[config.mk]
export PLATFORM = sky130hd
export DESIGN_NAME = q_event_counter
export DESIGN_NICKNAME = d
export VERILOG_FILES = /design/src/rtl/q_event_counter.sv
export SDC_FILE = /design/constraint.sdc
export NUM_CORES = 1
export LEC_CHECK = 0
export ABC_CLOCK_PERIOD_IN_PS = 3500
export CAP_MARGIN = 10
export CORE_AREA = 3 3 45 47
export CTS_BUF_LIST = sky130_fd_sc_hd__clkbuf_8
export DETAILED_ROUTE_END_ITERATION = 8
export DIE_AREA = 0 0 48 50
export HOLD_SLACK_MARGIN = 0.05
export PLACE_DENSITY_LB_ADDON = 0.15
export SYNTH_ARGS = -nofsm -noshare
export SYNTH_HDL_FRONTEND = slang
export SYNTH_SLANG_ARGS = --single-unit
[constraint.sdc]
create_clock -name clk -period 3.5 [get_ports clk]
set_clock_uncertainty 0.05 [all_clocks]
set_input_delay 0.7 -clock clk [delete_from_list [all_inputs] [get_ports clk]]
set_output_delay 0.7 -clock clk [all_outputs]
set_load 0.005 [all_outputs]
[src/rtl/q_event_counter.sv]
// rtl/q_event_counter.sv - synchronized Q-edge event counter with saturating count, sticky overflow and snapshot handshake (optional macro FALL_EDGE_COUNT_EN)
module q_event_counter #(
   parameter int CNT_W = 8
) (
   input  logic             clk,
   input  logic             rst_n,
   input  logic             q_in,
   input  logic             clr_cnt,
   input  logic             snap_req,
   input  logic             snap_ready,
   output logic             snap_valid,
   output logic [CNT_W-1:0] snap_data,
   output logic             ovf
);

   typedef enum logic {
      IDLE = 1'b0,
      HOLD = 1'b1
   } state_t;

   localparam logic [CNT_W-1:0] CNT_MAX = '1;
   localparam logic [CNT_W-1:0] CNT_ONE = {{(CNT_W-1){1'b0}}, 1'b1};

   logic             s1;
   logic             s2;
   logic             q_d;
   logic [1:0]       arm_cnt;
   logic             armed;
   logic             rise_ev;
   logic             fall_ev;
   logic             event_hit;
   logic [CNT_W-1:0] count;
   state_t           state;
   state_t           state_next;
   logic             load;

   // Two-flop synchronizer for the asynchronous latch output, plus one delay stage for edge detection
   always_ff @(posedge clk) begin
      if (!rst_n) begin
         s1  <= 1'b0;
         s2  <= 1'b0;
         q_d <= 1'b0;
      end else begin
         s1  <= q_in;
         s2  <= s1;
         q_d <= s2;
      end
   end

   // Arming delay: edges are ignored until the synchronizer pipeline holds real samples,
   // so a level already present at reset release becomes the baseline
   always_ff @(posedge clk) begin
      if (!rst_n) begin
         arm_cnt <= 2'd0;
      end else if (arm_cnt != 2'd3) begin
         arm_cnt <= arm_cnt + 2'd1;
      end
   end

   assign armed   = (arm_cnt == 2'd3);
   assign rise_ev = s2 & ~q_d & armed;
`ifdef FALL_EDGE_COUNT_EN
   assign fall_ev = ~s2 & q_d & armed;
`else
   assign fall_ev = 1'b0;
`endif
   // Rise and fall cannot coincide, so at most one increment per cycle
   assign event_hit = rise_ev | fall_ev;

   // Saturating counter with sticky overflow; clear takes priority over a same-cycle event
   always_ff @(posedge clk) begin
      if (!rst_n) begin
         count <= '0;
         ovf   <= 1'b0;
      end else if (clr_cnt) begin
         count <= '0;
         ovf   <= 1'b0;
      end else if (event_hit) begin
         if (count == CNT_MAX) begin
            ovf <= 1'b1;
         end else begin
            count <= count + CNT_ONE;
         end
      end
   end

   // Snapshot FSM state register
   always_ff @(posedge clk) begin
      if (!rst_n) begin
         state <= IDLE;
      end else begin
         state <= state_next;
      end
   end

   // Snapshot FSM next state: capture in IDLE, wait for acceptance in HOLD
   always_comb begin
      state_next = state;
      load       = 1'b0;
      case (state)
         IDLE: begin
            if (snap_req) begin
               load       = 1'b1;
               state_next = HOLD;
            end
         end
         HOLD: begin
            if (snap_ready) begin
               state_next = IDLE;
            end
         end
         default: state_next = IDLE;
      endcase
   end

   // Snapshot register captures the count as it stands before this cycle's update
   always_ff @(posedge clk) begin
      if (!rst_n) begin
         snap_data <= '0;
      end else if (load) begin
         snap_data <= count;
      end
   end

   assign snap_valid = (state == HOLD);

endmodule

==> qor.txt <==
Outcome: finished clean
Worst Max-Slew Pin Slew: 580.8 ps
Core area: 1689 um2
Pin count of the biggest net entering global routing: 17
Cell variety after synth: 31
Critical Path AT: 2180 ps
CTS tree: built
PD cells: 404.8 nW/um2
Port Buf Inserts: 15
Dpl hpwl: 1442 um
Post-synthesis mux area share: 1.053%
Met2 GRT Util: 29.30%
Row count: 15
Critical path, cell by cell: clkdlybuf4s50_1 > nor2b_1 > o21ai_0 > a31oi_1
Relative slew slack: 61.20%
Wire per inst: 13.91 um
Die Wd: 48 um
Gr usage total: 18.55%
Fraction of the mapped netlist area in compound gates: 15.66%
Post-Syn Nets: 112
Post-CTS Setup Bufs: 0
GRT busiest layer: met2
Syn Inst Count: 104
Layout Nets: 129
Ys Warns: 0
Grt ovf: 0
CTS resizes: 0
Area share of fa/ha/maj cells after synthesis: 2.632%
Antenna-violating nets left: 0
Vias in the first global route: 791
Clk root buf: clkbuf_8
Largest family of logic cells by synthesized area: simple AND/OR/NAND/NOR gates
Crit path max-delay family: buffers and inverters
Clk_lat worst skew: 260 ps
#FFs+latches synth: 23
H-tree depth: 1
RSZ-0062 raised after global routing: no
Floorplan die height: 50 um
Peak supply drop: 0.2506 mV
Final period util: 58.17%
Max Buffers Root-to-Sink: 2
Leakage: 0.0003819 uW
DRT iter0 DRCs: 7
Fmax: 491.1 MHz
Final setup viols: 0
HP Start: s1
Post-layout util: 68.44%
Reg area: 460.4 um2
Xor/xnor share of the synthesized area: 1.842%
Hold WC Path Type: flip-flop to flip-flop
Max-cap violations: 0
Dominant cells by area after synthesis: dfxtp_1 (48%), nand2_1 (7.5%), a21boi_1 (5.5%)
GR Util met3: 4.745%
DR pass1 iterations: 4
Die area: 2400 um2
Residual DRC: 0
Global routing usage on met1: 23.66%
I/O pin count: 16
Register area share after synthesis: 48.42%
Routed WL: 1906 um
Area Growth Syn to Fin: 21.58%
Worst setup path category: primary input to flip-flop
Pins over their slew limit: 0
Fillcell total: 150
First-pass GRT wire length: 3236 um
Mapped Area: 950.9 um2
Synth top area share: 48.42%
Clk pin slew, worst setup/hold paths: 80 ps
CP max-delay cell: clkdlybuf4s50_1
CTS sink count: 23
Post-Place Setup Slack: 1220 ps
CP endpoint kind: flip-flop
N_diodes: 0
Setup WS post-layout: 1464 ps
Simple-Gate Fraction of Synth Area: 28.82%
Crit Path Max Fanout: 16
Total CTS buffers: 3
DR vias/cell: 5.606
Hold Slack: 404.9 ps
Slowest stage delay, CP: 730 ps
Vias: 768
CTS Hold Buffers Added: 0
Req. time, crit path: 3640 ps
Initial antenna violation count: 0
Worst R2R Start: count[0]
Cell taking the most area after synthesis: dfxtp_1
Gp weighted congestion: 0.8768
Worst Path Buf+Inv: 1
Critical Path Start Type: primary input
Syn_area_per_cell: 9.143 um2
Area of the multi-input gates: 475.5 um2
Post-route setup TNS: 0 ps
CP Launch Point: rst_n
Tmin final: 2036 ps
Final Hold Viols: 0
Share of cells above drive strength 1: 9.167%
Initial Utilization: 56.30%
## flip-flops by register name (all words and copies together), names as in the netlist
name        count
count           8
snap_data       8
arm_cnt         2
ovf             1
q_d             1
s1              1
s2              1
snap_valid      1
## final cells by class
class | instances | share of cell area, %
clock buffer | 3 | 3.571
multi-input combinational | 77 | 41.13
timing repair buffer | 15 | 12.99
inverter | 1 | 0.3247
sequential | 23 | 39.83
clock inverter | 1 | 0.3247
tap | 17 | 1.840
## cells in the mapped netlist (all sizes together)
cell,n
o31ai,1
a21oi,2
inv,1
a31oi,3
a21boi,9
nand3,5
ha,2
nor4,1
and3b,2
or2,1
o41ai,1
nor2,7
nand3b,1
o21ai,3
dfxtp,23
xor2,1
nand2b,3
nand2,20
mux2i,1
nor3,5
nor2b,3
xnor2,1
clkbuf,3
o311ai,1
and2,4
## per-layer routing
layer,share of wire [%],vias to the layer above
met3,6.1,2
met5,0,-
li1,-,386
met4,1.0,0
met2,46,23
met1,46,357
## through the flow
step / std cells / area [um2] / total power (uW)
floorplan: 104 / 950.9 / 303.6
finish: 137 / 1156 / 468.0
detailed placement: 133 / 1111 / 318.0
CTS: 137 / 1156 / 475.0
global placement: 133 / 1111 / 314.7
global route: 137 / 1156 / 489.6
## cell usage in the layout, fill, tap and decap left out, drive strengths merged, types with 2 or more instances in the layout
cell type      count
and3b              2
clkdlybuf4s50     15
inv                2
a21boi             9
a21oi              2
nor2b              3
dfxtp             23
nand3              5
and2               4
nor2               7
nand2b             3
nand2             20
ha                 2
a31oi              3
nor3               5
clkbuf             3
o21ai              3
## power breakdown
part,total (uW),switching [uW],internal [uW]
Combinational,38.1,18.3,19.8
Clock,156,78.0,78.2
Sequential,274,4.60,269
Total,468,101,367
## cells by family (layout without fill, tap and decap cells)
logic type	Yosys count	count (layout)
DFF	23	23
buffers and inverters	4	20
xor gates and xnor gates	2	2
AOI/OAI and AO/OA	20	20
and+or+nand+nor	52	52
muxes	1	1
adders and majority gates	2	2
## path summary, 6_finish.rpt
check             end  slack (ps)  depth (start not counted)
min reg2reg        s2         400                          1
max reg2reg  count[0]        1910                          5
max          count[3]        1460                          4
min                s2         400                          1
(Power assumes the default switching activity.)
